==> src/rtl/axi_lite_rd_arbiter_pkg.sv <==
// Shared definitions for the AXI4-Lite read arbiter: FSM state encoding,
// master index constants and AXI response codes.
package axi_lite_rd_arbiter_pkg;

  typedef enum logic [1:0] {
    IDLE = 2'd0,
    ADDR = 2'd1,
    DATA = 2'd2
  } state_e;

  localparam logic MST_IFU = 1'b0;
  localparam logic MST_LSU = 1'b1;

  localparam logic [1:0] OKAY   = 2'b00;
  localparam logic [1:0] SLVERR = 2'b10;

endpackage

==> src/rtl/axi_lite_rd_arbiter_if.sv <==
// AXI4-Lite read channel (AR + R) bundle.
// Ports (signals):
//   arvalid/araddr/rready : driven by the master side
//   arready/rvalid/rdata/rresp : driven by the slave side
// Modports:
//   master : the requester's view (drives AR, accepts R)
//   slave  : the responder's view (accepts AR, drives R)
interface axi_lite_rd_arbiter_if #(
  parameter int unsigned ADDR_W = 32,
  parameter int unsigned DATA_W = 32
);
  logic              arvalid;
  logic              arready;
  logic [ADDR_W-1:0] araddr;
  logic              rvalid;
  logic              rready;
  logic [DATA_W-1:0] rdata;
  logic [1:0]        rresp;

  modport master (
    output arvalid, araddr, rready,
    input  arready, rvalid, rdata, rresp
  );

  modport slave (
    input  arvalid, araddr, rready,
    output arready, rvalid, rdata, rresp
  );
endinterface

==> src/rtl/axi_lite_rd_arbiter_rr_arb2.sv <==
// Two-requester round-robin pick, purely combinational.
// Ports:
//   req     : request vector, bit i = requester i
//   last    : index of the most recently served requester
//   gnt_idx : index of the winner (only meaningful when req != 0)
module rr_arb2
  import axi_lite_rd_arbiter_pkg::*;
(
  input  logic [1:0] req,
  input  logic       last,
  output logic       gnt_idx
);

  always_comb begin
    gnt_idx = MST_IFU;
    case (req)
      2'b01:   gnt_idx = MST_IFU;
      2'b10:   gnt_idx = MST_LSU;
      // Contention: whoever was not served last wins.
      2'b11:   gnt_idx = ~last;
      default: gnt_idx = MST_IFU;
    endcase
  end

endmodule

==> src/rtl/axi_lite_rd_arbiter.sv <==
// Two-master, one-slave AXI4-Lite read-channel arbiter (IFU = m0, LSU = m1).
// One transaction outstanding at a time; the grant is taken in IDLE, held from
// the AR handshake until the R handshake, then round-robin priority flips.
// Ports:
//   aclk   : clock, rising edge
//   areset : asynchronous active-high reset
//   m0, m1 : slave-side read channels facing the IFU and LSU
//   s      : master-side read channel facing the SRAM
module axi_lite_rd_arbiter
  import axi_lite_rd_arbiter_pkg::*;
#(
  parameter int unsigned ADDR_W = 32,
  parameter int unsigned DATA_W = 32
) (
  input  logic                  aclk,
  input  logic                  areset,
  axi_lite_rd_arbiter_if.slave  m0,
  axi_lite_rd_arbiter_if.slave  m1,
  axi_lite_rd_arbiter_if.master s
);

  state_e            state_q;
  logic              grant_q;
  logic              last_q;
  logic              gnt_idx;
  logic [1:0]        req;
  logic [ADDR_W-1:0] araddr_sel;
  logic [DATA_W-1:0] rdata_sel;

  assign req = {m1.arvalid, m0.arvalid};

  rr_arb2 u_rr_arb2 (
    .req     (req),
    .last    (last_q),
    .gnt_idx (gnt_idx)
  );

  // Arbitration is registered in IDLE so no request reaches the slave
  // combinationally; everything after that muxes on grant_q.
  always_ff @(posedge aclk or posedge areset) begin
    if (areset) begin
      state_q <= IDLE;
      grant_q <= MST_IFU;
      last_q  <= MST_LSU;
    end else begin
      case (state_q)
        IDLE: begin
          if (|req) begin
            grant_q <= gnt_idx;
            state_q <= ADDR;
          end
        end
        ADDR: begin
          if (s.arvalid && s.arready) state_q <= DATA;
        end
        DATA: begin
          if (s.rvalid && s.rready) begin
            last_q  <= grant_q;
            state_q <= IDLE;
          end
        end
        default: state_q <= IDLE;
      endcase
    end
  end

  always_comb begin
    araddr_sel = (grant_q == MST_LSU) ? m1.araddr : m0.araddr;
    rdata_sel  = s.rdata;

    s.arvalid  = 1'b0;
    s.araddr   = '0;
    s.rready   = 1'b0;
    m0.arready = 1'b0;
    m1.arready = 1'b0;
    m0.rvalid  = 1'b0;
    m1.rvalid  = 1'b0;
    m0.rdata   = '0;
    m1.rdata   = '0;
    m0.rresp   = OKAY;
    m1.rresp   = OKAY;

    case (state_q)
      ADDR: begin
        s.araddr = araddr_sel;
        if (grant_q == MST_LSU) begin
          s.arvalid  = m1.arvalid;
          m1.arready = s.arready;
        end else begin
          s.arvalid  = m0.arvalid;
          m0.arready = s.arready;
        end
      end
      DATA: begin
        if (grant_q == MST_LSU) begin
          m1.rvalid = s.rvalid;
          m1.rdata  = rdata_sel;
          m1.rresp  = s.rresp;
          s.rready  = m1.rready;
        end else begin
          m0.rvalid = s.rvalid;
          m0.rdata  = rdata_sel;
          m0.rresp  = s.rresp;
          s.rready  = m0.rready;
        end
      end
      default: ;
    endcase
  end

endmodule

==> src/flat_wrapper.sv <==
// flat-port wrapper written by rule: the top's interface ports become plain ports
module axi_lite_rd_arbiter_flat import axi_lite_rd_arbiter_pkg::*;
#(
  parameter int unsigned ADDR_W = 32,
  parameter int unsigned DATA_W = 32
)
  (aclk, areset, m0_arvalid, m0_araddr, m0_rready, m0_arready, m0_rvalid, m0_rdata, m0_rresp, m1_arvalid, m1_araddr, m1_rready, m1_arready, m1_rvalid, m1_rdata, m1_rresp, s_arvalid, s_araddr, s_rready, s_arready, s_rvalid, s_rdata, s_rresp);
  axi_lite_rd_arbiter_if #(.ADDR_W(ADDR_W), .DATA_W(DATA_W)) m0_i ();
  axi_lite_rd_arbiter_if #(.ADDR_W(ADDR_W), .DATA_W(DATA_W)) m1_i ();
  axi_lite_rd_arbiter_if #(.ADDR_W(ADDR_W), .DATA_W(DATA_W)) s_i ();
  input  logic aclk;
  input  logic areset;
  input wire logic [$bits(m0_i.arvalid)-1:0] m0_arvalid;
  input wire logic [$bits(m0_i.araddr)-1:0] m0_araddr;
  input wire logic [$bits(m0_i.rready)-1:0] m0_rready;
  output wire logic [$bits(m0_i.arready)-1:0] m0_arready;
  output wire logic [$bits(m0_i.rvalid)-1:0] m0_rvalid;
  output wire logic [$bits(m0_i.rdata)-1:0] m0_rdata;
  output wire logic [$bits(m0_i.rresp)-1:0] m0_rresp;
  input wire logic [$bits(m1_i.arvalid)-1:0] m1_arvalid;
  input wire logic [$bits(m1_i.araddr)-1:0] m1_araddr;
  input wire logic [$bits(m1_i.rready)-1:0] m1_rready;
  output wire logic [$bits(m1_i.arready)-1:0] m1_arready;
  output wire logic [$bits(m1_i.rvalid)-1:0] m1_rvalid;
  output wire logic [$bits(m1_i.rdata)-1:0] m1_rdata;
  output wire logic [$bits(m1_i.rresp)-1:0] m1_rresp;
  output wire logic [$bits(s_i.arvalid)-1:0] s_arvalid;
  output wire logic [$bits(s_i.araddr)-1:0] s_araddr;
  output wire logic [$bits(s_i.rready)-1:0] s_rready;
  input wire logic [$bits(s_i.arready)-1:0] s_arready;
  input wire logic [$bits(s_i.rvalid)-1:0] s_rvalid;
  input wire logic [$bits(s_i.rdata)-1:0] s_rdata;
  input wire logic [$bits(s_i.rresp)-1:0] s_rresp;
  assign m0_i.arvalid = m0_arvalid;
  assign m0_i.araddr = m0_araddr;
  assign m0_i.rready = m0_rready;
  assign m0_arready = m0_i.arready;
  assign m0_rvalid = m0_i.rvalid;
  assign m0_rdata = m0_i.rdata;
  assign m0_rresp = m0_i.rresp;
  assign m1_i.arvalid = m1_arvalid;
  assign m1_i.araddr = m1_araddr;
  assign m1_i.rready = m1_rready;
  assign m1_arready = m1_i.arready;
  assign m1_rvalid = m1_i.rvalid;
  assign m1_rdata = m1_i.rdata;
  assign m1_rresp = m1_i.rresp;
  assign s_arvalid = s_i.arvalid;
  assign s_araddr = s_i.araddr;
  assign s_rready = s_i.rready;
  assign s_i.arready = s_arready;
  assign s_i.rvalid = s_rvalid;
  assign s_i.rdata = s_rdata;
  assign s_i.rresp = s_rresp;
  axi_lite_rd_arbiter #(.ADDR_W(ADDR_W), .DATA_W(DATA_W)) u_core (.aclk(aclk), .areset(areset), .m0(m0_i), .m1(m1_i), .s(s_i));
endmodule
==> config.mk <==
export PLATFORM = sky130hd
export DESIGN_NAME = axi_lite_rd_arbiter_flat
export DESIGN_NICKNAME = d
export VERILOG_FILES = /design/src/rtl/axi_lite_rd_arbiter_pkg.sv /design/src/rtl/axi_lite_rd_arbiter_if.sv /design/src/rtl/axi_lite_rd_arbiter_rr_arb2.sv /design/src/rtl/axi_lite_rd_arbiter.sv /design/src/flat_wrapper.sv
export SDC_FILE = /design/constraint.sdc
export NUM_CORES = 1
export LEC_CHECK = 0
export BUFFER_PORTS_ARGS = -buffer_cell sky130_fd_sc_hd__buf_4
export CELL_PAD_IN_SITES_DETAIL_PLACEMENT = 1
export CELL_PAD_IN_SITES_GLOBAL_PLACEMENT = 1
export CORE_MARGIN = 2
export CORE_UTILIZATION = 17
export CTS_CLUSTER_DIAMETER = 150
export CTS_CLUSTER_SIZE = 25
export DETAILED_ROUTE_END_ITERATION = 7
export GPL_TIMING_DRIVEN = 0
export HOLD_SLACK_MARGIN = 0.05
export PLACE_DENSITY = 0.87
export SLEW_MARGIN = 20
export SYNTH_ARGS = -nofsm -noshare
export SYNTH_HDL_FRONTEND = slang
export SYNTH_SLANG_ARGS = --single-unit
==> constraint.sdc <==
create_clock -name aclk -period 2.96 [get_ports aclk]
set_input_delay 0.444 -clock aclk [delete_from_list [all_inputs] [get_ports aclk]]
set_output_delay 0.444 -clock aclk [all_outputs]
set_load 0.01 [all_outputs]
* Yosys cells after proc, flatten, opt, wreduce, memory -nomap -nowiden *
Cells that the tools add are included.

storage, ports and cells
  register bits after elaboration = 4
  bits of input ports = 106
  output and inout bits = 106
  logic and storage cells = 45

operators by class
  equal/unequal tests = 7
  multiplexer cells = 27
  bitwise logic cells = 1
  reduce and logical (&&, ||, !) cells = 7

operators by type and width
  cell                count
  $mux 32             6
  $mux 2              7
  $mux 1              12
  $eq 2x2->1 const B  3
  $ne 2x1->1 const B  3
  $pmux 2 s3          1
  $reduce_and 2->1    2
  $reduce_and 3->1    1
  $eq 2x1->1 const B  1
  $logic_and 1x1->1   2
  $logic_not 2->1     1
  $pmux 1 s2          1
  $reduce_or 2->1     1
  $not 1->1           1

* Logic depth before layout (Yosys ltp) *
Gate-level depths: netlist of run 1.

  depth after elaboration = 5
  gate-level depth with buffers = 4
  gate-level depth less buffers = 3

* Hierarchy *
A second synthesis of run 1 with hierarchy kept.

second synthesis, totals
  cell total of the unflattened synthesis = 175
  area total of the unflattened synthesis = 1265.0 um2

by module, submodules not included
  module               instances  cells an instance  area each (um2)  sequential area each (um2)
  axi_lite_rd_arbiter  1          174                1253.7           101.3
  rr_arb2              1          1                  11.3             0.0

* Least setup slack after synthesis of run 1 *
OpenSTA, ideal clock, no wires.

  path kind = register -> output
  from = register u_core.state_q[0]
  to = output port m1_rdata[14]
  data arrival time = 1051 ps
  data required time = 2516 ps
  slack = 1465 ps
  cell stages (with the launch flop) = 5
  path buffers = 2
  cells stage by stage = dfrtp_1 nor2b_4 buf_4 buf_2 and3_1

between the ends
  cells in the longest elaborated chain, start to end = 2

ends and longest elaborated chain
  what                      RTL line                   text
  start: declaration        axi_lite_rd_arbiter.sv:22  state_e state_q;
  start signal: assignment  axi_lite_rd_arbiter.sv:42  state_q <= IDLE;
  start signal: assignment  axi_lite_rd_arbiter.sv:50  state_q <= ADDR;
  start signal: assignment  axi_lite_rd_arbiter.sv:54  if (s.arvalid && s.arready) state_q <= DATA;
  $eq 2x2->1                axi_lite_rd_arbiter.sv:83  case (state_q)
  $mux 32                   axi_lite_rd_arbiter.sv:83
  end: declaration          flat_wrapper.sv:25         output wire logic [$bits(m1_i.rdata)-1:0] m1_rdata;

Every way passes these cells.

* Worst setup path after layout of run 1 *
  from = register u_core.state_q[0]
  to = output port m0_rdata[11]

between the ends
  cells in the longest elaborated chain, start to end = 2

ends and longest elaborated chain
  what              RTL line                   text
  $eq 2x2->1        axi_lite_rd_arbiter.sv:83
  $mux 32           axi_lite_rd_arbiter.sv:83
  end: declaration  flat_wrapper.sv:18         output wire logic [$bits(m0_i.rdata)-1:0] m0_rdata;

Every way passes these cells.

==> tab_implementation.tex, run 1 <==
\begin{tabular}{lr}
\hline
Metric & Value \\
\hline
\multicolumn{2}{l}{\textbf{Clock network}} \\
\quad Library cell used as clock root buffer & sky130\_fd\_sc\_hd\_\_clkbuf\_8 \\
\quad Level count of the clock H-tree & 1 \\
\quad Count of clock tree sinks & 4 \\
\quad Clock tree from TritonCTS & yes \\
\quad CTS max path bufs & 2 \\
\quad Number of post-CTS setup repair buffers & 0 \\
\quad Number of clock buffers inserted by TritonCTS & 3 \\
\quad CTS clk-pin slew, worst paths & 0.04 ns \\
\quad Count of cells resized by post-cts repair & 0 \\
\quad Clk Latency, worst-skew pair & 0.22 ns \\
\quad CTS Hold Bufs & 0 \\
\multicolumn{2}{l}{\textbf{Route}} \\
\quad Average detailed-routed wire length per instance & 13.9 µm \\
\quad Number of vias in the routed layout & 2,124 \\
\quad Vias per cell & 4.30 \\
\quad Post-detailed-route count of antenna-violating nets & 0 \\
\quad Count of unresolved DRC violations after routing & 0 \\
\quad Number of search-and-repair iterations in the first detailed-routing pass & 4 \\
\quad Starting DRT DRC Count & 27 \\
\quad Total Wirelength & 6.87 mm \\
\multicolumn{2}{l}{\textbf{Power}} \\
\quad Total chip power & 1820 µW \\
\quad Part of the total power dissipated in the clock network & 6.9\% \\
\quad Power density over the cells & 606 nW/µm² \\
\quad Static leakage & 0.00184 µW \\
\quad VDD IR-drop max & 0.301 mV \\
\quad Fraction of power spent switching nets & 46.9\% \\
\quad Proportion of power drawn by flip-flops and latches & 5.9\% \\
\quad Cell-internal power & 964 µW \\
\quad Power spent charging and discharging nets & 852 µW \\
\quad Share of total power in combinational logic & 87.2\% \\
\multicolumn{2}{l}{\textbf{Yosys}} \\
\quad Fraction of synthesized cell area taken by the top area cell type & 25.8\% \\
\quad Warnings from Yosys & 0 \\
\quad Post-synth EDFFs & 0 \\
\quad Cells taking the most area after synthesis & sky130\_fd\_sc\_hd\_\_mux2i\_1 26\%, sky130\_fd\_sc\_hd\_\_and2\_1 19\%, sky130\_fd\_sc\_hd\_\_and3\_1 18\% \\
\quad Synth cell types & 23 \\
\quad Most used flip-flop cell after synthesis & sky130\_fd\_sc\_hd\_\_dfrtp\_1 \\
\quad Library cell with the highest instance count after synthesis & sky130\_fd\_sc\_hd\_\_and2\_1 \\
\quad Syn nets & 286 \\
\quad Total of flip-flops plus latches after synthesis & 4 \\
\quad Sequential-to-total area share from yosys stat & 8.16\% \\
\quad Area of the mapped netlist & 1240 µm² \\
\quad Synthesized instance count & 180 \\
\quad Post-Syn Area per Cell & 6.90 µm² \\
\quad Largest area contributor in the netlist & sky130\_fd\_sc\_hd\_\_mux2i\_1 \\
\quad Most instantiated cells after synthesis & 37 x sky130\_fd\_sc\_hd\_\_and2\_1, 36 x sky130\_fd\_sc\_hd\_\_and3\_1, 35 x sky130\_fd\_sc\_hd\_\_nor2\_1, 32 x sky130\_fd\_sc\_hd\_\_mux2i\_1, 7 x sky130\_fd\_sc\_hd\_\_buf\_2 \\
\quad Share of synthesized flip-flops with an asynchronous set or reset & 100\% \\
\multicolumn{2}{l}{\textbf{Die}} \\
\quad Std-Cell Core Area & 7180 µm² \\
\quad DIE WIDTH & 89.5 µm \\
\quad Starting utilization of the core area & 17.3\% \\
\quad Site row count & 31 \\
\quad Vertical die dimension & 89.5 µm \\
\quad Area of the die & 8010 µm² \\
\quad I/O pin cnt & 212 \\
\multicolumn{2}{l}{\textbf{Worst setup path}} \\
\quad R2r setup slk & 1.70 ns \\
\quad Path type of the worst setup path & reg -> out \\
\quad Crit path launch type & register \\
\quad Slowest cell on the critical path & sky130\_fd\_sc\_hd\_\_dfrtp\_1 \\
\quad List of cells traversed by the critical path & nor2b\_4 > and2b\_4 > buf\_2 > and2\_1 > buf\_4 \\
\quad Type of element capturing the critical path & primary output \\
\quad Largest delay share family, worst path & simple AND/OR/NAND/NOR gates \\
\quad Required time of the critical path & 2.52 ns \\
\quad Biggest cell delay along the critical path & 0.45 ns \\
\quad Maximum fanout count along the critical path & 10 \\
\quad Critical path arrival & 1.55 ns \\
\quad Buffers and inverters on the worst path & 2 \\
\multicolumn{2}{l}{\textbf{Global routing}} \\
\quad Antenna violations before repair & 0 \\
\quad Global-route wire length before repair & 9.56 mm \\
\quad Number of global-route vias before repair & 2,054 \\
\quad Maximum number of pins on one net before global-route repair & 11 \\
\quad Total global routing track utilization & 15.1\% \\
\quad Total congestion overflow & 0 \\
\multicolumn{2}{l}{\textbf{Layout}} \\
\quad Area growth syn-to-layout & 141\% \\
\quad Final \#Nets & 502 \\
\quad Non-filler cells, final & 494 \\
\quad Fraction of final layout cells with drive strength greater than 1 & 58.2\% \\
\quad Antenna Cells & 0 \\
\multicolumn{2}{l}{\textbf{Hold path}} \\
\quad Worst min path class & in -> async \\
\multicolumn{2}{l}{\textbf{Place}} \\
\quad HPWL reported at the end of detailed placement & 6.10 mm \\
\quad Quantity of I/O buffers inserted on ports & 211 \\
\quad Placed Instances & 490 \\
\quad Post-place setup slack & 1.14 ns \\
\quad Final weighted congestion in routability-driven placement & 0.763 \\
\multicolumn{2}{l}{\textbf{STA}} \\
\quad Upper clock frequency limit & 501 MHz \\
\quad Setup ws final & 0.963 ns \\
\quad Final hold violation count & 0 \\
\quad Minimum clock period after layout & 2.00 ns \\
\quad Transition at the pin with the smallest max-transition slack & 0.431 ns \\
\quad Pins over their slew limit & 0 \\
\quad Setup violation total in the final timing report & 0 \\
\quad RSZ-0062 raised after global routing & no \\
\quad Worst slew margin relative to its limit & 71.3\% \\
\quad Final worst-path cycle share & 67.5\% \\
\quad Final worst clock skew & 0.00243 ns \\
\quad Sum of negative setup slack & 0 ns \\
\multicolumn{2}{l}{\textbf{Run status}} \\
\quad Outcome & finished clean \\
\multicolumn{2}{l}{\textbf{Job}} \\
\quad Max cap viols & 0 \\
\hline
\end{tabular}
==> final timing paths <==
| check | start | endpoint | cells after the start |
|---|---|---|---|
| setup reg to reg | u_core.state_q[0] | u_core.last_q | 4 |
| min in group aclk | s_rvalid | u_core.last_q | 2 |
| hold / removal | areset | u_core.state_q[1] | 2 |
| hold reg to reg | u_core.state_q[1] | u_core.state_q[0] | 1 |
| max in group asynchronous | areset | u_core.last_q | 2 |
| setup / recovery | u_core.state_q[0] | m0_rdata[11] | 5 |
==> registers in the layout (all words and copies together), names as in the netlist <==
name / flops
u_core.state_q: 2
u_core.grant_q: 1
u_core.last_q: 1
==> metal layers <==
| metal | track usage (%) | wire length (µm) | vias up |
|---|---|---|---|
| met3 | 3.51 | 770 | 6 |
| li1 | - | - | 1038 |
| met5 | 0 | 0 | - |
| met4 | 3.80 | 89 | 0 |
| met1 | 14.9 | 2360 | 946 |
| met2 | 31.1 | 3650 | 134 |
==> cell families (layout without fill, tap and decap cells) <==
logic type	Yosys count	after routing	share of synthesized area, %
buffers and inverters	19	234	8.26
AND/OR/NAND/NOR	117	117	52.1
AO/OA/AOI/OAI	7	7	4.53
multiplexers	33	33	27.0
flip-flops	4	4	8.16
==> cell type report <==
cell class / instances / area, µm²
timing repair buffer: 211 / 1580
buffer: 18 / 98.8
fill: 917 / 4180
clock buffer: 4 / 45.0
sequential: 4 / 101
tap: 99 / 124
inverter: 1 / 3.75
multi-input combinational: 157 / 1040
==> metrics by stage <==
step	hold WS (ns)	cell area (µm²)	utilization [%]
floorplan	0.209	1240	-
global placement	0.338	2950	41.1
detailed placement	0.342	2950	41.1
CTS	0.109	3000	41.7
global route	0.118	3000	41.7
finish	0.103	3000	41.7
==> power groups by stage <==
stage               clock network [µW]  logic [µW]  registers, µW
floorplan                            0         856           99.0
global placement                     0        1570            105
detailed placement                   0        1610            106
CTS                                127        1610            106
global route                       131        1730            111
finish                             126        1580            106
==> cells in the final DEF (no fill, tap or decap) <==
cell	count
sky130_fd_sc_hd__mux2_4	1
sky130_fd_sc_hd__nor2b_4	1
sky130_fd_sc_hd__nor2_1	35
sky130_fd_sc_hd__inv_1	1
sky130_fd_sc_hd__dfrtp_1	3
sky130_fd_sc_hd__nand2_1	3
sky130_fd_sc_hd__a311oi_1	2
sky130_fd_sc_hd__o21a_1	1
sky130_fd_sc_hd__mux2i_1	32
sky130_fd_sc_hd__clkbuf_8	3
sky130_fd_sc_hd__nor2b_1	2
sky130_fd_sc_hd__and3_1	36
sky130_fd_sc_hd__buf_6	1
sky130_fd_sc_hd__and2b_4	1
sky130_fd_sc_hd__and2_1	37
sky130_fd_sc_hd__dfstp_2	1
sky130_fd_sc_hd__buf_2	7
sky130_fd_sc_hd__o21ai_0	1
sky130_fd_sc_hd__a31oi_1	1
sky130_fd_sc_hd__a32o_1	2
sky130_fd_sc_hd__nand2b_1	1
sky130_fd_sc_hd__buf_4	215
sky130_fd_sc_hd__clkbuf_1	7
sky130_fd_sc_hd__nor3_1	1
(Power assumes the default switching activity.)
==> inputs of run 2 (changes only) <==
--- a/config.mk
+++ b/config.mk
@@ -9,13 +9,13 @@
 export CELL_PAD_IN_SITES_DETAIL_PLACEMENT = 1
 export CELL_PAD_IN_SITES_GLOBAL_PLACEMENT = 1
 export CORE_MARGIN = 2
-export CORE_UTILIZATION = 17
+export CORE_UTILIZATION = 15
 export CTS_CLUSTER_DIAMETER = 150
 export CTS_CLUSTER_SIZE = 25
 export DETAILED_ROUTE_END_ITERATION = 7
 export GPL_TIMING_DRIVEN = 0
 export HOLD_SLACK_MARGIN = 0.05
-export PLACE_DENSITY = 0.87
+export PLACE_DENSITY = 0.78
 export SLEW_MARGIN = 20
 export SYNTH_ARGS = -nofsm -noshare
 export SYNTH_HDL_FRONTEND = slang
==> constraint.sdc (replaced) <==
create_clock -name aclk -period 2 [get_ports aclk]
set_input_delay 0.3 -clock aclk [delete_from_list [all_inputs] [get_ports aclk]]
set_output_delay 0.3 -clock aclk [all_outputs]
set_load 0.01 [all_outputs]
==> tab_implementation.tex, run 2 (synthesized netlist as in run 1, its figures left out) <==
\begin{tabular}{lr}
\hline
Metric & Value \\
\hline
\multicolumn{2}{l}{\textbf{Route}} \\
\quad Highest routed layer & met4 \\
\quad Number of vias in the routed layout & 2,107 \\
\quad Starting DRT DRC Count & 25 \\
\quad Count of unresolved DRC violations after routing & 0 \\
\quad Number of search-and-repair iterations in the first detailed-routing pass & 4 \\
\quad Detailed-routed wire length on met3 & 583 µm \\
\quad Total Wirelength & 7.18 mm \\
\quad Average detailed-routed wire length per instance & 14.3 µm \\
\quad Post-detailed-route count of antenna-violating nets & 0 \\
\quad Vias per cell & 4.21 \\
\quad Wire length on met2 & 4.12 mm \\
\quad Detailed-routing wirelength on met1 & 2.43 mm \\
\multicolumn{2}{l}{\textbf{Place}} \\
\quad Quantity of I/O buffers inserted on ports & 211 \\
\quad Final weighted congestion in routability-driven placement & 0.705 \\
\quad HPWL reported at the end of detailed placement & 6.34 mm \\
\quad Placed Instances & 496 \\
\multicolumn{2}{l}{\textbf{STA}} \\
\quad RSZ-0062 raised after global routing & no \\
\quad Transition at the pin with the smallest max-transition slack & 0.433 ns \\
\quad Pins over their slew limit & 0 \\
\quad Final worst clock skew & 0.00449 ns \\
\quad Setup violation total in the final timing report & 0 \\
\quad Upper clock frequency limit & 546 MHz \\
\quad Final worst-path cycle share & 91.5\% \\
\quad Worst slew margin relative to its limit & 71.2\% \\
\quad Minimum clock period after layout & 1.83 ns \\
\quad Final hold violation count & 0 \\
\quad Sum of negative setup slack & 0 ns \\
\multicolumn{2}{l}{\textbf{Layout}} \\
\quad Antenna Cells & 0 \\
\quad Non-filler cells, final & 501 \\
\quad Filler cells & 1,049 \\
\quad Layout Utilization & 37.0\% \\
\quad Total area of multi-input combinational cells & 1040 µm² \\
\quad Reg with most FFs & u\_core.state\_q \\
\quad Top library cells by usage in the layout, fill and taps aside & 215 x sky130\_fd\_sc\_hd\_\_buf\_4, 37 x sky130\_fd\_sc\_hd\_\_and2\_1, 36 x sky130\_fd\_sc\_hd\_\_and3\_1, 35 x sky130\_fd\_sc\_hd\_\_nor2\_1, 32 x sky130\_fd\_sc\_hd\_\_mux2i\_1 \\
\quad Number of flip-flops in the largest register & 2 \\
\quad FF+latch area & 101 µm² \\
\quad Registers with the most flip-flops & u\_core.state\_q (2), u\_core.grant\_q (1), u\_core.last\_q (1) \\
\quad Final \#Nets & 503 \\
\quad Most common cell after layout, fill and taps aside & sky130\_fd\_sc\_hd\_\_buf\_4 \\
\quad Area growth syn-to-layout & 142\% \\
\quad Fraction of final layout cells with drive strength greater than 1 & 58.1\% \\
\multicolumn{2}{l}{\textbf{Global routing}} \\
\quad Total congestion overflow & 0 \\
\quad Antenna violations before repair & 0 \\
\quad Total global routing track utilization & 14.5\% \\
\quad Number of global-route vias before repair & 2,116 \\
\quad Global-route wire length before repair & 10.3 mm \\
\quad Maximum number of pins on one net before global-route repair & 11 \\
\multicolumn{2}{l}{\textbf{Clock network}} \\
\quad CTS Hold Bufs & 1 \\
\quad Count of clock tree sinks & 4 \\
\quad Number of clock buffers inserted by TritonCTS & 3 \\
\quad CTS clk-pin slew, worst paths & 0.03 ns \\
\quad CTS max path bufs & 2 \\
\quad Number of post-CTS setup repair buffers & 0 \\
\quad Library cell used as clock root buffer & sky130\_fd\_sc\_hd\_\_clkbuf\_8 \\
\quad Level count of the clock H-tree & 1 \\
\quad Clock tree from TritonCTS & yes \\
\quad Count of cells resized by post-cts repair & 0 \\
\quad Clk Latency, worst-skew pair & 0.22 ns \\
\multicolumn{2}{l}{\textbf{Worst setup path}} \\
\quad Startpoint of the lowest-slack register-to-register path & u\_core.grant\_q \\
\quad End of the worst register-to-register path & u\_core.state\_q[0] \\
\quad Reg2Reg Depth & 3 \\
\quad Crit path launch type & register \\
\quad Critical path arrival & 1.53 ns \\
\quad R2r setup slk & 0.77 ns \\
\quad Capturing instance or port of the critical path & m0\_rdata[10] \\
\quad Required time of the critical path & 1.70 ns \\
\quad Type of element capturing the critical path & primary output \\
\quad Startpoint of the worst setup timing path & u\_core.state\_q[0] \\
\quad Path type of the worst setup path & reg -> out \\
\quad Maximum fanout count along the critical path & 10 \\
\multicolumn{2}{l}{\textbf{Die}} \\
\quad I/O pin cnt & 212 \\
\quad DIE WIDTH & 95.0 µm \\
\quad Starting utilization of the core area & 15.3\% \\
\quad Vertical die dimension & 95.0 µm \\
\quad Std-Cell Core Area & 8130 µm² \\
\quad Area of the die & 9030 µm² \\
\quad Site row count & 33 \\
\multicolumn{2}{l}{\textbf{Run status}} \\
\quad Outcome & finished clean \\
\multicolumn{2}{l}{\textbf{Power}} \\
\quad Static leakage & 0.00185 µW \\
\quad Total chip power & 2690 µW \\
\quad VDD IR-drop max & 0.453 mV \\
\quad Power density over the cells & 893 nW/µm² \\
\multicolumn{2}{l}{\textbf{Job}} \\
\quad Max cap viols & 0 \\
\multicolumn{2}{l}{\textbf{Hold path}} \\
\quad Launch point of the worst hold path & s\_rvalid \\
\quad Worst min path class & in -> reg \\
\hline
\end{tabular}
## run 2: cell types whose count changed in the layout (fill, tap and decap cells not counted), sizes merged
cell,before,now
dlygate4sd3,0,1
## run 2: critical path, stage by stage, from the launching register on
cell and delay (ns):
sky130_fd_sc_hd__dfrtp_1 0.44, sky130_fd_sc_hd__nor2b_4 0.17, sky130_fd_sc_hd__and2b_4 0.22, sky130_fd_sc_hd__buf_2 0.20
sky130_fd_sc_hd__and2_1 0.16, sky130_fd_sc_hd__buf_4 0.12
## run 2: area by class of cell
| class | instances | area share [%] |
|---|---|---|
| Timing Repair Buffer | 212 | 52.9 |
| Multi-Input combinational cell | 157 | 34.5 |
| Tap cell | 105 | 4.36 |
| Sequential cell | 4 | 3.36 |
| Clock buffer | 4 | 1.50 |
| Buffer | 18 | 3.28 |
| Inverter | 1 | 0.125 |
## run 2: how the worst min path moves through the flow
stage / endpoint / slack (ns) / cells after the start
2_1_floorplan: u_core.grant_q / 0.07 / 1
3_3_place_gp: u_core.state_q[1] / 0.20 / 2
3_5_place_dp: u_core.state_q[0] / 0.21 / 2
4_1_cts: u_core.last_q / 0.29 / 2
5_1_grt: u_core.last_q / 0.29 / 2
6_report: u_core.last_q / 0.28 / 2
## run 2: per-stage QoR
step                area, µm²  worst slack (ns)  hold slack [ns]
CTS                      3010             0.143            0.286
floorplan                1240             0.649           0.0654
detailed placement       2960             0.369            0.212
global route             3010            0.0495            0.295
global placement         2960             0.368            0.195
finish                   3010             0.170            0.283
## run 2: power breakdown
group,internal (µW),switching [µW]
logic,1180,1170
registers,114,40.5
clock network,137,47.1
total,1430,1260
## run 2: per-layer routing
metal / vias up / GRT usage (%)
li1: 1043 / -
met1: 964 / 14.3
met2: 96 / 30.4
met3: 4 / 3.40
met4: 0 / 2.29
met5: - / 0
==> inputs of run 3 (changes only) <==
--- a/config.mk
+++ b/config.mk
@@ -5,17 +5,18 @@
 export SDC_FILE = /design/constraint.sdc
 export NUM_CORES = 1
 export LEC_CHECK = 0
+export ABC_AREA = 1
 export BUFFER_PORTS_ARGS = -buffer_cell sky130_fd_sc_hd__buf_4
 export CELL_PAD_IN_SITES_DETAIL_PLACEMENT = 1
 export CELL_PAD_IN_SITES_GLOBAL_PLACEMENT = 1
 export CORE_MARGIN = 2
-export CORE_UTILIZATION = 15
+export CORE_UTILIZATION = 14
 export CTS_CLUSTER_DIAMETER = 150
 export CTS_CLUSTER_SIZE = 25
 export DETAILED_ROUTE_END_ITERATION = 7
 export GPL_TIMING_DRIVEN = 0
 export HOLD_SLACK_MARGIN = 0.05
-export PLACE_DENSITY = 0.78
+export PLACE_DENSITY = 0.82
 export SLEW_MARGIN = 20
 export SYNTH_ARGS = -nofsm -noshare
 export SYNTH_HDL_FRONTEND = slang
==> tab_implementation.tex, run 3 <==
\begin{tabular}{lr}
\hline
Metric & Value \\
\hline
\multicolumn{2}{l}{\textbf{Job}} \\
\quad Max cap viols & 0 \\
\multicolumn{2}{l}{\textbf{Die}} \\
\quad Starting utilization of the core area & 14.5\% \\
\quad Std-Cell Core Area & 8220 µm² \\
\quad DIE WIDTH & 96.3 µm \\
\quad I/O pin cnt & 212 \\
\quad Area of the die & 9270 µm² \\
\quad Site row count & 33 \\
\quad Vertical die dimension & 96.3 µm \\
\multicolumn{2}{l}{\textbf{Power}} \\
\quad Static leakage & 0.00185 µW \\
\quad Power density over the cells & 938 nW/µm² \\
\quad VDD IR-drop max & 0.562 mV \\
\multicolumn{2}{l}{\textbf{Hold path}} \\
\quad Depth of the worst hold-timing path & 3 \\
\quad End point of the worst hold path & u\_core.grant\_q \\
\quad Launch point of the worst hold path & m1\_arvalid \\
\quad Worst min path class & in -> reg \\
\multicolumn{2}{l}{\textbf{STA}} \\
\quad Final worst clock skew & 0.00506 ns \\
\quad Setup violation total in the final timing report & 0 \\
\quad Final worst-path cycle share & 87.7\% \\
\quad Transition at the pin with the smallest max-transition slack & 0.213 ns \\
\quad Upper clock frequency limit & 570 MHz \\
\quad Pins over their slew limit & 0 \\
\quad Minimum clock period after layout & 1.75 ns \\
\quad Sum of negative setup slack & 0 ns \\
\quad Final hold violation count & 0 \\
\quad RSZ-0062 raised after global routing & no \\
\quad Worst slew margin relative to its limit & 85.7\% \\
\multicolumn{2}{l}{\textbf{Layout}} \\
\quad Filler cells & 1,136 \\
\quad Antenna Cells & 0 \\
\quad Area growth syn-to-layout & 148\% \\
\quad Fraction of final layout cells with drive strength greater than 1 & 50.3\% \\
\quad Number of flip-flops in the largest register & 2 \\
\quad Top library cells by usage in the layout, fill and taps aside & 212 x sky130\_fd\_sc\_hd\_\_buf\_4, 79 x sky130\_fd\_sc\_hd\_\_nand2\_1, 71 x sky130\_fd\_sc\_hd\_\_nor2\_1, 39 x sky130\_fd\_sc\_hd\_\_inv\_1, 33 x sky130\_fd\_sc\_hd\_\_a21oi\_1 \\
\quad Most common cell after layout, fill and taps aside & sky130\_fd\_sc\_hd\_\_buf\_4 \\
\quad Final \#Nets & 578 \\
\quad Layout Utilization & 36.1\% \\
\quad Registers with the most flip-flops & u\_core.state\_q (2), u\_core.grant\_q (1), u\_core.last\_q (1) \\
\quad Reg with most FFs & u\_core.state\_q \\
\multicolumn{2}{l}{\textbf{Clock network}} \\
\quad CTS clk-pin slew, worst paths & 0.03 ns \\
\quad Level count of the clock H-tree & 1 \\
\quad Number of post-CTS setup repair buffers & 0 \\
\quad CTS max path bufs & 2 \\
\quad Number of clock buffers inserted by TritonCTS & 3 \\
\quad Count of cells resized by post-cts repair & 0 \\
\quad Library cell used as clock root buffer & sky130\_fd\_sc\_hd\_\_clkbuf\_8 \\
\quad CTS Hold Bufs & 1 \\
\quad Count of clock tree sinks & 4 \\
\quad Clock tree from TritonCTS & yes \\
\quad Clk Latency, worst-skew pair & 0.22 ns \\
\multicolumn{2}{l}{\textbf{Place}} \\
\quad HPWL reported at the end of detailed placement & 6.68 mm \\
\quad Final weighted congestion in routability-driven placement & 0.739 \\
\quad Quantity of I/O buffers inserted on ports & 211 \\
\multicolumn{2}{l}{\textbf{Worst setup path}} \\
\quad Type of element capturing the critical path & primary output \\
\quad Critical path arrival & 1.45 ns \\
\quad Biggest cell delay along the critical path & 0.42 ns \\
\quad Startpoint of the lowest-slack register-to-register path & u\_core.state\_q[1] \\
\quad Required time of the critical path & 1.70 ns \\
\quad Crit path launch type & register \\
\quad Path type of the worst setup path & reg -> out \\
\quad List of cells traversed by the critical path & nor2\_4 > nand2\_2 > buf\_6 > nor2\_1 > buf\_4 \\
\quad Maximum fanout count along the critical path & 10 \\
\quad End of the worst register-to-register path & u\_core.state\_q[0] \\
\quad Reg2Reg Depth & 6 \\
\quad R2r setup slk & 0.90 ns \\
\quad Slowest cell on the critical path & sky130\_fd\_sc\_hd\_\_dfrtp\_1 \\
\multicolumn{2}{l}{\textbf{Route}} \\
\quad Average detailed-routed wire length per instance & 12.9 µm \\
\quad Number of vias in the routed layout & 2,407 \\
\quad Number of search-and-repair iterations in the first detailed-routing pass & 4 \\
\quad Total Wirelength & 7.46 mm \\
\quad Post-detailed-route count of antenna-violating nets & 0 \\
\quad Count of unresolved DRC violations after routing & 0 \\
\quad Starting DRT DRC Count & 28 \\
\quad Vias per cell & 4.18 \\
\multicolumn{2}{l}{\textbf{Global routing}} \\
\quad Global-route wire length before repair & 10.8 mm \\
\quad Total congestion overflow & 0 \\
\quad Number of global-route vias before repair & 2,443 \\
\quad Total global routing track utilization & 14.5\% \\
\quad Routing layer with the top usage in global route & met2 \\
\quad Maximum number of pins on one net before global-route repair & 11 \\
\quad GR Layer Usage met1 & 13.5\% \\
\quad Met2 routing resource usage after global routing & 30.7\% \\
\quad Antenna violations before repair & 0 \\
\quad Met3 track demand over resource in global routing & 4.39\% \\
\multicolumn{2}{l}{\textbf{Yosys}} \\
\quad Area of the mapped netlist & 1190 µm² \\
\quad Most instantiated cells after synthesis & 79 x sky130\_fd\_sc\_hd\_\_nand2\_1, 71 x sky130\_fd\_sc\_hd\_\_nor2\_1, 39 x sky130\_fd\_sc\_hd\_\_inv\_1, 33 x sky130\_fd\_sc\_hd\_\_a21oi\_1, 9 x sky130\_fd\_sc\_hd\_\_buf\_6 \\
\quad Post-synth EDFFs & 0 \\
\quad Synthesized instance count & 255 \\
\quad Largest area contributor in the netlist & sky130\_fd\_sc\_hd\_\_nand2\_1 \\
\quad Syn nets & 361 \\
\quad Sequential-to-total area share from yosys stat & 8.50\% \\
\quad Library cell with the highest instance count after synthesis & sky130\_fd\_sc\_hd\_\_nand2\_1 \\
\quad Total of flip-flops plus latches after synthesis & 4 \\
\quad Synth cell types & 17 \\
\quad Most used flip-flop cell after synthesis & sky130\_fd\_sc\_hd\_\_dfrtp\_1 \\
\quad Share of synthesized flip-flops with an asynchronous set or reset & 100\% \\
\quad Warnings from Yosys & 0 \\
\quad Fraction of synthesized cell area taken by the top area cell type & 24.9\% \\
\quad Cells taking the most area after synthesis & sky130\_fd\_sc\_hd\_\_nand2\_1 25\%, sky130\_fd\_sc\_hd\_\_nor2\_1 22\%, sky130\_fd\_sc\_hd\_\_a21oi\_1 14\% \\
\quad Post-Syn Area per Cell & 4.68 µm² \\
\multicolumn{2}{l}{\textbf{Run status}} \\
\quad Outcome & finished clean \\
\hline
\end{tabular}
run 3: cell families after synthesis:
logic type / after synthesis / synth area share, %
compound gates: 34 / 14.3
buf+inv: 56 / 24.2
flops: 4 / 8.50
simple gates: 161 / 53.0
run 3: metal layers:
layer	routed length (µm)	part of all wire [%]	vias to the layer above
met5	0	0	-
met2	3920	53	141
met3	1030	14	6
met1	2440	33	1075
li1	-	-	1185
met4	68	0.91	0
run 3: stage by stage:
| stage | setup WS (ns) | hold WS [ns] | power, µW | instance area (µm²) | instances |
|---|---|---|---|---|---|
| after CTS | 0.206 | 0.336 | 2830 | 2960 | 576 |
| after global placement | 0.483 | 0.196 | 2580 | 2910 | 571 |
| after detailed placement | 0.449 | 0.203 | 2630 | 2910 | 571 |
| final | 0.246 | 0.342 | 2780 | 2960 | 576 |
| after floorplan | 0.682 | 0.0654 | 1420 | 1190 | 255 |
| after global routing | 0.149 | 0.359 | 3050 | 2960 | 576 |
run 3: critical path, delay by kind of cell, from the launching register on:
kind / cells / cell delay [ns]
buf+inv: 2 / 0.33
simple gates: 3 / 0.49
flops: 1 / 0.42
run 3: cell type report:
class	count	area (µm²)	area share [%]
timing repair buffer	212	1590	53.8
multi-input combinational	195	802	27.1
inverter	40	150	5.07
buffer	16	139	4.69
tap	105	131	4.43
sequential	4	101	3.42
clock buffer	4	45.0	1.52
run 3: worst max-delay path by stage:
stage	startpoint	end	slack, ns	depth (start not counted)
2_1_floorplan	u_core.state_q[0]	m0_rdata[10]	0.68	4
3_3_place_gp	u_core.state_q[0]	m1_rdata[23]	0.48	5
3_5_place_dp	u_core.state_q[0]	m0_rdata[13]	0.45	5
4_1_cts	u_core.grant_q	s_araddr[13]	0.21	5
5_1_grt	u_core.state_q[0]	m0_rdata[13]	0.15	5
6_report	u_core.state_q[0]	m0_rdata[13]	0.25	5
run 3: report_power, final:
group          total, µW  internal [µW]  switching, µW
sequential           164            126           37.4
clock                181            136           45.0
combinational       2430           1110           1320
total               2780           1370           1410
